--- src/rtl/rvfi_commit_if.sv ---
// rvfi_commit_if: writeback commit inputs and monitor-facing mon_* bundle
interface rvfi_commit_if;
  logic        wb_valid;
  logic [31:0] wb_inst;
  logic [4:0]  wb_rs1_addr, wb_rs2_addr;
  logic [31:0] wb_rs1_rdata, wb_rs2_rdata;
  logic [4:0]  wb_rd_addr;
  logic [31:0] wb_rd_wdata;
  logic [31:0] wb_pc_rdata, wb_pc_wdata;
  logic [31:0] wb_mem_addr;
  logic [3:0]  wb_mem_rmask, wb_mem_wmask;
  logic [31:0] wb_mem_rdata, wb_mem_wdata;
  logic        mon_valid;
  logic [63:0] mon_order;
  logic [31:0] mon_inst;
  logic [4:0]  mon_rs1_addr, mon_rs2_addr;
  logic [31:0] mon_rs1_rdata, mon_rs2_rdata;
  logic [4:0]  mon_rd_addr;
  logic [31:0] mon_rd_wdata;
  logic [31:0] mon_pc_rdata, mon_pc_wdata;
  logic [31:0] mon_mem_addr;
  logic [3:0]  mon_mem_rmask, mon_mem_wmask;
  logic [31:0] mon_mem_rdata, mon_mem_wdata;
  logic        mon_halt;
  logic        mon_error;
  modport master (
    output wb_valid, wb_inst, wb_rs1_addr, wb_rs2_addr, wb_rs1_rdata, wb_rs2_rdata,
           wb_rd_addr, wb_rd_wdata, wb_pc_rdata, wb_pc_wdata, wb_mem_addr,
           wb_mem_rmask, wb_mem_wmask, wb_mem_rdata, wb_mem_wdata,
    input  mon_valid, mon_order, mon_inst, mon_rs1_addr, mon_rs2_addr, mon_rs1_rdata,
           mon_rs2_rdata, mon_rd_addr, mon_rd_wdata, mon_pc_rdata, mon_pc_wdata,
           mon_mem_addr, mon_mem_rmask, mon_mem_wmask, mon_mem_rdata, mon_mem_wdata,
           mon_halt, mon_error
  );
  modport slave (
    input  wb_valid, wb_inst, wb_rs1_addr, wb_rs2_addr, wb_rs1_rdata, wb_rs2_rdata,
           wb_rd_addr, wb_rd_wdata, wb_pc_rdata, wb_pc_wdata, wb_mem_addr,
           wb_mem_rmask, wb_mem_wmask, wb_mem_rdata, wb_mem_wdata,
    output mon_valid, mon_order, mon_inst, mon_rs1_addr, mon_rs2_addr, mon_rs1_rdata,
           mon_rs2_rdata, mon_rd_addr, mon_rd_wdata, mon_pc_rdata, mon_pc_wdata,
           mon_mem_addr, mon_mem_rmask, mon_mem_wmask, mon_mem_rdata, mon_mem_wdata,
           mon_halt, mon_error
  );
endinterface

--- src/rtl/rvfi_commit_driver.sv ---
// rvfi_commit_driver: registers, numbers and normalises retiring instructions onto the monitor bundle
module rvfi_commit_driver #(
  parameter logic [31:0] HALT_INST = 32'h0000006f,
  parameter bit          CHECK_PC  = 1'b1
) (
  input  logic         clk,
  input  logic         rst,
  rvfi_commit_if.slave bus
);
  typedef enum logic {RUN, HALTED} state_t;
  typedef struct packed {
    logic        valid;
    logic [63:0] order;
    logic [31:0] inst;
    logic [4:0]  rs1_addr, rs2_addr;
    logic [31:0] rs1_rdata, rs2_rdata;
    logic [4:0]  rd_addr;
    logic [31:0] rd_wdata, pc_rdata, pc_wdata, mem_addr;
    logic [3:0]  rmask, wmask;
    logic [31:0] mem_rdata, mem_wdata;
    logic        halt, error;
  } mon_t;
  state_t      state, state_n;
  mon_t        q, nx;
  logic [63:0] cnt;
  logic [31:0] prev_pc;
  logic        prev_v, accept, halt, hit;
  // A mask is legal when it is byte/half/word shaped and its lowest lane matches the address offset
  function automatic logic mask_ok(input logic [3:0] m, input logic [1:0] a);
    logic [1:0] lo;
    lo = m[0] ? 2'd0 : m[1] ? 2'd1 : m[2] ? 2'd2 : 2'd3;
    return m == 4'd0 || (m inside {4'h1, 4'h2, 4'h4, 4'h8, 4'h3, 4'hc, 4'hf} && lo == a);
  endfunction
  // State register: HALTED is left only through reset
  always_ff @(posedge clk or posedge rst)
    if (rst) state <= RUN;
    else state <= state_n;
  // Accept, halt and protocol checks; build the next normalised mon_* word (zero when idle)
  always_comb begin
    accept = state == RUN && bus.wb_valid;
    halt = bus.wb_inst == HALT_INST || bus.wb_pc_wdata == bus.wb_pc_rdata;
    hit = (bus.wb_mem_rmask != 4'd0 && bus.wb_mem_wmask != 4'd0)
      || !mask_ok(bus.wb_mem_rmask, bus.wb_mem_addr[1:0])
      || !mask_ok(bus.wb_mem_wmask, bus.wb_mem_addr[1:0])
      || (CHECK_PC && prev_v && bus.wb_pc_rdata != prev_pc);
    state_n = accept && halt ? HALTED : state;
    nx = '0;
    nx.error = q.error | (accept & hit);
    if (accept) begin
      nx.valid = 1'b1;
      nx.order = cnt;
      nx.inst = bus.wb_inst;
      nx.rs1_addr = bus.wb_rs1_addr;
      nx.rs2_addr = bus.wb_rs2_addr;
      nx.rs1_rdata = bus.wb_rs1_addr != 5'd0 ? bus.wb_rs1_rdata : 32'd0;
      nx.rs2_rdata = bus.wb_rs2_addr != 5'd0 ? bus.wb_rs2_rdata : 32'd0;
      nx.rd_addr = bus.wb_rd_addr;
      nx.rd_wdata = bus.wb_rd_addr != 5'd0 ? bus.wb_rd_wdata : 32'd0;
      nx.pc_rdata = bus.wb_pc_rdata;
      nx.pc_wdata = bus.wb_pc_wdata;
      nx.mem_addr = (bus.wb_mem_rmask | bus.wb_mem_wmask) != 4'd0 ? bus.wb_mem_addr : 32'd0;
      nx.rmask = bus.wb_mem_rmask;
      nx.wmask = bus.wb_mem_wmask;
      nx.mem_rdata = bus.wb_mem_rmask != 4'd0 ? bus.wb_mem_rdata : 32'd0;
      nx.mem_wdata = bus.wb_mem_wmask != 4'd0 ? bus.wb_mem_wdata : 32'd0;
      nx.halt = halt;
    end
  end
  // Output register, retire counter and PC-continuity history
  always_ff @(posedge clk or posedge rst)
    if (rst) begin
      q <= '0;
      cnt <= '0;
      prev_pc <= '0;
      prev_v <= 1'b0;
    end else begin
      q <= nx;
      if (accept) begin
        cnt <= cnt + 64'd1;
        prev_pc <= bus.wb_pc_wdata;
        prev_v <= 1'b1;
      end
    end
  assign bus.mon_valid = q.valid;
  assign bus.mon_order = q.order;
  assign bus.mon_inst = q.inst;
  assign bus.mon_rs1_addr = q.rs1_addr;
  assign bus.mon_rs2_addr = q.rs2_addr;
  assign bus.mon_rs1_rdata = q.rs1_rdata;
  assign bus.mon_rs2_rdata = q.rs2_rdata;
  assign bus.mon_rd_addr = q.rd_addr;
  assign bus.mon_rd_wdata = q.rd_wdata;
  assign bus.mon_pc_rdata = q.pc_rdata;
  assign bus.mon_pc_wdata = q.pc_wdata;
  assign bus.mon_mem_addr = q.mem_addr;
  assign bus.mon_mem_rmask = q.rmask;
  assign bus.mon_mem_wmask = q.wmask;
  assign bus.mon_mem_rdata = q.mem_rdata;
  assign bus.mon_mem_wdata = q.mem_wdata;
  assign bus.mon_halt = q.halt;
  assign bus.mon_error = q.error;
endmodule

--- src/flat_wrapper.sv ---
// flat-port wrapper written by rule: the top's interface ports become plain ports
module rvfi_commit_driver_flat 
#(
  parameter logic [31:0] HALT_INST = 32'h0000006f,
  parameter bit          CHECK_PC  = 1'b1
)
  (clk, rst, bus_wb_valid, bus_wb_inst, bus_wb_rs1_addr, bus_wb_rs2_addr, bus_wb_rs1_rdata, bus_wb_rs2_rdata, bus_wb_rd_addr, bus_wb_rd_wdata, bus_wb_pc_rdata, bus_wb_pc_wdata, bus_wb_mem_addr, bus_wb_mem_rmask, bus_wb_mem_wmask, bus_wb_mem_rdata, bus_wb_mem_wdata, bus_mon_valid, bus_mon_order, bus_mon_inst, bus_mon_rs1_addr, bus_mon_rs2_addr, bus_mon_rs1_rdata, bus_mon_rs2_rdata, bus_mon_rd_addr, bus_mon_rd_wdata, bus_mon_pc_rdata, bus_mon_pc_wdata, bus_mon_mem_addr, bus_mon_mem_rmask, bus_mon_mem_wmask, bus_mon_mem_rdata, bus_mon_mem_wdata, bus_mon_halt, bus_mon_error);
  rvfi_commit_if bus_i ();
  input  logic clk;
  input  logic rst;
  input wire logic [$bits(bus_i.wb_valid)-1:0] bus_wb_valid;
  input wire logic [$bits(bus_i.wb_inst)-1:0] bus_wb_inst;
  input wire logic [$bits(bus_i.wb_rs1_addr)-1:0] bus_wb_rs1_addr;
  input wire logic [$bits(bus_i.wb_rs2_addr)-1:0] bus_wb_rs2_addr;
  input wire logic [$bits(bus_i.wb_rs1_rdata)-1:0] bus_wb_rs1_rdata;
  input wire logic [$bits(bus_i.wb_rs2_rdata)-1:0] bus_wb_rs2_rdata;
  input wire logic [$bits(bus_i.wb_rd_addr)-1:0] bus_wb_rd_addr;
  input wire logic [$bits(bus_i.wb_rd_wdata)-1:0] bus_wb_rd_wdata;
  input wire logic [$bits(bus_i.wb_pc_rdata)-1:0] bus_wb_pc_rdata;
  input wire logic [$bits(bus_i.wb_pc_wdata)-1:0] bus_wb_pc_wdata;
  input wire logic [$bits(bus_i.wb_mem_addr)-1:0] bus_wb_mem_addr;
  input wire logic [$bits(bus_i.wb_mem_rmask)-1:0] bus_wb_mem_rmask;
  input wire logic [$bits(bus_i.wb_mem_wmask)-1:0] bus_wb_mem_wmask;
  input wire logic [$bits(bus_i.wb_mem_rdata)-1:0] bus_wb_mem_rdata;
  input wire logic [$bits(bus_i.wb_mem_wdata)-1:0] bus_wb_mem_wdata;
  output wire logic [$bits(bus_i.mon_valid)-1:0] bus_mon_valid;
  output wire logic [$bits(bus_i.mon_order)-1:0] bus_mon_order;
  output wire logic [$bits(bus_i.mon_inst)-1:0] bus_mon_inst;
  output wire logic [$bits(bus_i.mon_rs1_addr)-1:0] bus_mon_rs1_addr;
  output wire logic [$bits(bus_i.mon_rs2_addr)-1:0] bus_mon_rs2_addr;
  output wire logic [$bits(bus_i.mon_rs1_rdata)-1:0] bus_mon_rs1_rdata;
  output wire logic [$bits(bus_i.mon_rs2_rdata)-1:0] bus_mon_rs2_rdata;
  output wire logic [$bits(bus_i.mon_rd_addr)-1:0] bus_mon_rd_addr;
  output wire logic [$bits(bus_i.mon_rd_wdata)-1:0] bus_mon_rd_wdata;
  output wire logic [$bits(bus_i.mon_pc_rdata)-1:0] bus_mon_pc_rdata;
  output wire logic [$bits(bus_i.mon_pc_wdata)-1:0] bus_mon_pc_wdata;
  output wire logic [$bits(bus_i.mon_mem_addr)-1:0] bus_mon_mem_addr;
  output wire logic [$bits(bus_i.mon_mem_rmask)-1:0] bus_mon_mem_rmask;
  output wire logic [$bits(bus_i.mon_mem_wmask)-1:0] bus_mon_mem_wmask;
  output wire logic [$bits(bus_i.mon_mem_rdata)-1:0] bus_mon_mem_rdata;
  output wire logic [$bits(bus_i.mon_mem_wdata)-1:0] bus_mon_mem_wdata;
  output wire logic [$bits(bus_i.mon_halt)-1:0] bus_mon_halt;
  output wire logic [$bits(bus_i.mon_error)-1:0] bus_mon_error;
  assign bus_i.wb_valid = bus_wb_valid;
  assign bus_i.wb_inst = bus_wb_inst;
  assign bus_i.wb_rs1_addr = bus_wb_rs1_addr;
  assign bus_i.wb_rs2_addr = bus_wb_rs2_addr;
  assign bus_i.wb_rs1_rdata = bus_wb_rs1_rdata;
  assign bus_i.wb_rs2_rdata = bus_wb_rs2_rdata;
  assign bus_i.wb_rd_addr = bus_wb_rd_addr;
  assign bus_i.wb_rd_wdata = bus_wb_rd_wdata;
  assign bus_i.wb_pc_rdata = bus_wb_pc_rdata;
  assign bus_i.wb_pc_wdata = bus_wb_pc_wdata;
  assign bus_i.wb_mem_addr = bus_wb_mem_addr;
  assign bus_i.wb_mem_rmask = bus_wb_mem_rmask;
  assign bus_i.wb_mem_wmask = bus_wb_mem_wmask;
  assign bus_i.wb_mem_rdata = bus_wb_mem_rdata;
  assign bus_i.wb_mem_wdata = bus_wb_mem_wdata;
  assign bus_mon_valid = bus_i.mon_valid;
  assign bus_mon_order = bus_i.mon_order;
  assign bus_mon_inst = bus_i.mon_inst;
  assign bus_mon_rs1_addr = bus_i.mon_rs1_addr;
  assign bus_mon_rs2_addr = bus_i.mon_rs2_addr;
  assign bus_mon_rs1_rdata = bus_i.mon_rs1_rdata;
  assign bus_mon_rs2_rdata = bus_i.mon_rs2_rdata;
  assign bus_mon_rd_addr = bus_i.mon_rd_addr;
  assign bus_mon_rd_wdata = bus_i.mon_rd_wdata;
  assign bus_mon_pc_rdata = bus_i.mon_pc_rdata;
  assign bus_mon_pc_wdata = bus_i.mon_pc_wdata;
  assign bus_mon_mem_addr = bus_i.mon_mem_addr;
  assign bus_mon_mem_rmask = bus_i.mon_mem_rmask;
  assign bus_mon_mem_wmask = bus_i.mon_mem_wmask;
  assign bus_mon_mem_rdata = bus_i.mon_mem_rdata;
  assign bus_mon_mem_wdata = bus_i.mon_mem_wdata;
  assign bus_mon_halt = bus_i.mon_halt;
  assign bus_mon_error = bus_i.mon_error;
  rvfi_commit_driver #(.HALT_INST(HALT_INST), .CHECK_PC(CHECK_PC)) u_core (.clk(clk), .rst(rst), .bus(bus_i));
endmodule
--- config.mk ---
export PLATFORM = sky130hd
export DESIGN_NAME = rvfi_commit_driver_flat
export DESIGN_NICKNAME = d
export VERILOG_FILES = /design/src/rtl/rvfi_commit_if.sv /design/src/rtl/rvfi_commit_driver.sv /design/src/flat_wrapper.sv
export SDC_FILE = /design/constraint.sdc
export NUM_CORES = 1
export LEC_CHECK = 0
export BUFFER_PORTS_ARGS = -buffer_cell sky130_fd_sc_hd__buf_2
export CORE_AREA = 5 5 268 270
export DETAILED_ROUTE_END_ITERATION = 10
export DIE_AREA = 0 0 273 275
export HOLD_SLACK_MARGIN = 0.06
export MAX_ROUTING_LAYER = met4
export PLACE_DENSITY = 0.56
export SYNTH_ARGS = -nofsm -noshare
export SYNTH_HDL_FRONTEND = slang
export SYNTH_SLANG_ARGS = --single-unit
--- constraint.sdc ---
create_clock -name clk -period 22.8 [get_ports clk]
set_input_delay 1.14 -clock clk [delete_from_list [all_inputs] [get_ports clk]]
set_output_delay 1.14 -clock clk [all_outputs]
set_load 0.005 [all_outputs]
==> results.py <==
metrics = {
    "outcome": {
        "status": "complete, no violations",
    },
    "route": {
        "dr.pass1.iters": 4,
        "via_per_inst": 4.01,
        "drt_iter0_drc": 448,
        "post-route-drc-count": 0,
        "wl_per_cell_um": 19.2,
        "routed_wl_um": 57200,
        "drtAntennaViolNets": 0,
        "vias": 11925,
    },
    "sta": {
        "timing.fmax_ghz": 0.265,
        "tightest_slew_ns": 1.23,
        "finalSetupViolCount": 0,
        "finalSetupTns_ns": 0,
        "hold_viol_final": 0,
        "finalClockSkew_ns": 0.0183,
        "min_period_over_period": 0.165,
        "rsz0062_at_grt": "false",
        "slew_viol_final": 0,
        "maxSlewHeadroom": 0.177,
        "layout_min_cycle_time_ns": 3.77,
    },
    "cells_and_area": {
        "area_growth_pct": 37.5,
        "nets": 2289,
        "finalNonFillerCells": 2974,
        "final_layout_size_suffix_gt1_frac": 0.400,
        "fin_util": 0.338,
    },
    "clocking": {
        "h-tree-depth": 2,
        "cts.clk_slew.worst_paths_ns": 0.06,
        "clock_latency_ns": 0.59,
        "clockBufferDepth": 3,
        "cts-root-buf": "clkbuf_16",
        "post-cts-setup-buffer-count": 0,
        "postCtsHoldBufs": 0,
        "cts_resized": 0,
        "cts_tree": "done",
        "cts_sinks": 476,
        "cts_buffers": 51,
    },
    "placed_design": {
        "placed_cells": 2861,
        "routabilityCongestion": 0.855,
        "dpl.hpwl_um": 43700,
        "portBuffers": 691,
    },
    "yosys": {
        "synthesis.area_sq_um": 17000,
        "syn_avg_cell_area_sq_um": 13.4,
        "synth_top_family_by_area": "simple AND/OR/NAND/NOR gates",
        "synth_compound_area_frac": 0.0201,
        "synthAdderAreaFrac": 0.000735,
        "synth-xor-area-share": 0.0658,
        "syn_inst": 1268,
        "synth_mux_area_frac": 0,
        "ys.warnings.count": 0,
        "ys_ff_latch": 476,
        "synthSimpleGateAreaFrac": 0.201,
        "yosysSeqAreaShare": 0.699,
        "syn-num-nets": 1583,
        "synth_cell_types": 36,
    },
    "global_routing": {
        "grt_pass1_wl_um": 82800,
        "overflow": 0,
        "grt_pass1_vias": 13017,
        "antenna_found_initial": 18,
        "grt_max_degree": 176,
        "grt_usage": 0.149,
    },
    "critical_path": {
        "cp_slowest_stage_delay_ns": 0.85,
        "worst_ep_arrival_time_ns": 4.33,
        "cp_cell_sequence": "buf_2 > inv_8 > buf_4 > buf_4 > buf_4",
        "slowest_stage": "buf_4",
        "worstSetupStartpointType": "primary input",
        "crit_family": "buffers and inverters",
        "crit_buf_inv": 5,
        "cp.required_ns": 23.36,
        "cp_common_cell": "buf_4",
        "crit_path_end_kind": "asynchronous set/reset pin",
        "worstSetupPathType": "primary input to asynchronous set/reset pin",
        "worstPathMaxFanout": 109,
    },
    "floorplan": {
        "rows": 97,
        "die_h_um": 275,
        "io_pins": 692,
        "die_area_sq_um": 75100,
        "chipWidth_um": 273,
        "start_util": 0.246,
        "core_sq_um": 69300,
    },
    "power_and_ir_drop": {
        "p_leak_uw": 0.0123,
        "power_uw": 1950,
        "power.density_nw_per_um2": 83.2,
        "peakVddDrop_mv": 0.0646,
    },
    "worst_hold_path": {
        "hp-class": "flop to flop",
    },
    "run": {
        "cap_violations": 0,
    },
}
## per-layer routing
metal / part of all wire / GRT usage / vias up
met5: 0 / - / -
met1: 0.40 / 0.174 / 5887
met2: 0.50 / 0.246 / 423
met3: 0.077 / 0.0501 / 93
met4: 0.024 / 0.0435 / 0
li1: - / - / 5522
## Yosys cell counts (all sizes together)
| library cell | count | share of area |
|---|---|---|
| a211oi | 1 | 0.00044 |
| a21o | 32 | 0.014 |
| a21oi | 7 | 0.0021 |
| a311oi | 1 | 0.00051 |
| and2 | 373 | 0.14 |
| and3 | 9 | 0.0033 |
| and4 | 6 | 0.0031 |
| buf | 4 | 0.0015 |
| clkbuf | 43 | 0.0095 |
| dfrtp | 476 | 0.70 |
| ha | 1 | 0.00073 |
| inv | 9 | 0.0020 |
| nand2 | 33 | 0.0073 |
| nand2b | 2 | 0.00073 |
| nand3 | 32 | 0.010 |
| nand4 | 26 | 0.010 |
| nand4b | 4 | 0.0021 |
| nor2 | 26 | 0.0057 |
| nor3 | 17 | 0.0062 |
| nor3b | 1 | 0.00044 |
| nor4 | 27 | 0.014 |
| o211ai | 2 | 0.00088 |
| o21ai | 4 | 0.0012 |
| o21bai | 1 | 0.00044 |
| o31a | 1 | 0.00051 |
| or2 | 1 | 0.00037 |
| or3 | 1 | 0.00037 |
| xnor2 | 77 | 0.040 |
| xor2 | 51 | 0.026 |
## per-stage QoR
| stage | setup slack, ns | hold WS [ns] | cell area, sq um |
|---|---|---|---|
| 3_3_place_gp | 18.35 | 0.455 | 21600 |
| 5_1_grt | 18.39 | 0.478 | 23400 |
| 3_5_place_dp | 18.22 | 0.455 | 21600 |
| 2_1_floorplan | 8.38 | 0.434 | 17000 |
| 6_report | 19.03 | 0.471 | 23400 |
| 4_1_cts | 18.88 | 0.474 | 23400 |
## power breakdown
| part | switching (uW) | leakage, uW | total [uW] | internal, uW |
|---|---|---|---|---|
| clock | 349 | 0.000868 | 872 | 523 |
| combinational | 91.3 | 0.00521 | 165 | 74.2 |
| sequential | 23.3 | 0.00620 | 911 | 887 |
## kinds of logic (layout without fill, tap and decap cells)
group | count (synthesis) | in the layout
xor+xnor | 128 | 128
compound gates | 49 | 49
fa+ha+maj | 1 | 1
simple gates | 558 | 558
buf+inv | 56 | 802
other cells | 0 | 20
flops | 476 | 476
## worst paths after layout
check / start / endpoint / slack [ns] / depth (start not counted)
worst max-delay path: rst / u_core.bus.mon_order[0]$_DFF_PP0_ / 19.03 / 5
worst min register to register: u_core.prev_v$_DFFE_PP0P_ / u_core.prev_v$_DFFE_PP0P_ / 0.47 / 1
min in group asynchronous: rst / u_core.bus.mon_mem_addr[27]$_DFF_PP0_ / 0.72 / 2
worst min-delay path: u_core.prev_v$_DFFE_PP0P_ / u_core.prev_v$_DFFE_PP0P_ / 0.47 / 1
max in group clk: bus_wb_valid / u_core.cnt[9]$_DFFE_PP0P_ / 19.32 / 8
worst max register to register: u_core.state$_DFFE_PP0P_ / u_core.cnt[9]$_DFFE_PP0P_ / 19.48 / 7
## registers in the layout, indices dropped and copies added, names as in the netlist, 4 cells and up
name                      cells
u_core.bus.mon_mem_addr      32
u_core.bus.mon_rs1_rdata     32
u_core.cnt                   64
u_core.bus.mon_mem_wmask      4
u_core.bus.mon_mem_rmask      4
u_core.prev_pc               32
u_core.bus.mon_rd_wdata      32
u_core.bus.mon_rs2_rdata     32
u_core.bus.mon_rs1_addr       5
u_core.bus.mon_rd_addr        5
u_core.bus.mon_pc_wdata      32
u_core.bus.mon_inst          32
u_core.bus.mon_order         64
u_core.bus.mon_pc_rdata      32
u_core.bus.mon_mem_wdata     32
u_core.bus.mon_rs2_addr       5
u_core.bus.mon_mem_rdata     32
## placed cells by master (no fill, tap or decap), drive strengths merged
cell      count
ha            1
o211ai        2
nand4b        4
nor3b         1
and2        373
clkbuf       73
a21o         32
buf         700
a211oi        1
o21bai        1
nand3        32
and4          6
or3           1
clkinvlp      3
xor2         51
inv          11
and3          9
or2           1
nor4         27
diode        20
a21oi         7
clkinv        9
dfrtp       476
a311oi        1
nor2         26
xnor2        77
nor3         17
nand2        33
o31a          1
nand4        26
nand2b        2
bufinv        6
o21ai         4
## area by class of cell
class,count,area (sq um)
Fill cell,7044,45900
Sequential cell,476,11900
Multi-Input combinational cell,736,4910
Timing Repair Buffer,700,3540
Clock buffer,73,1490
Tap cell,940,1180
Clock inverter,20,288
Antenna cell,20,50.0
Inverter,9,43.8
No activity file was read; power rests on OpenSTA's default activity.
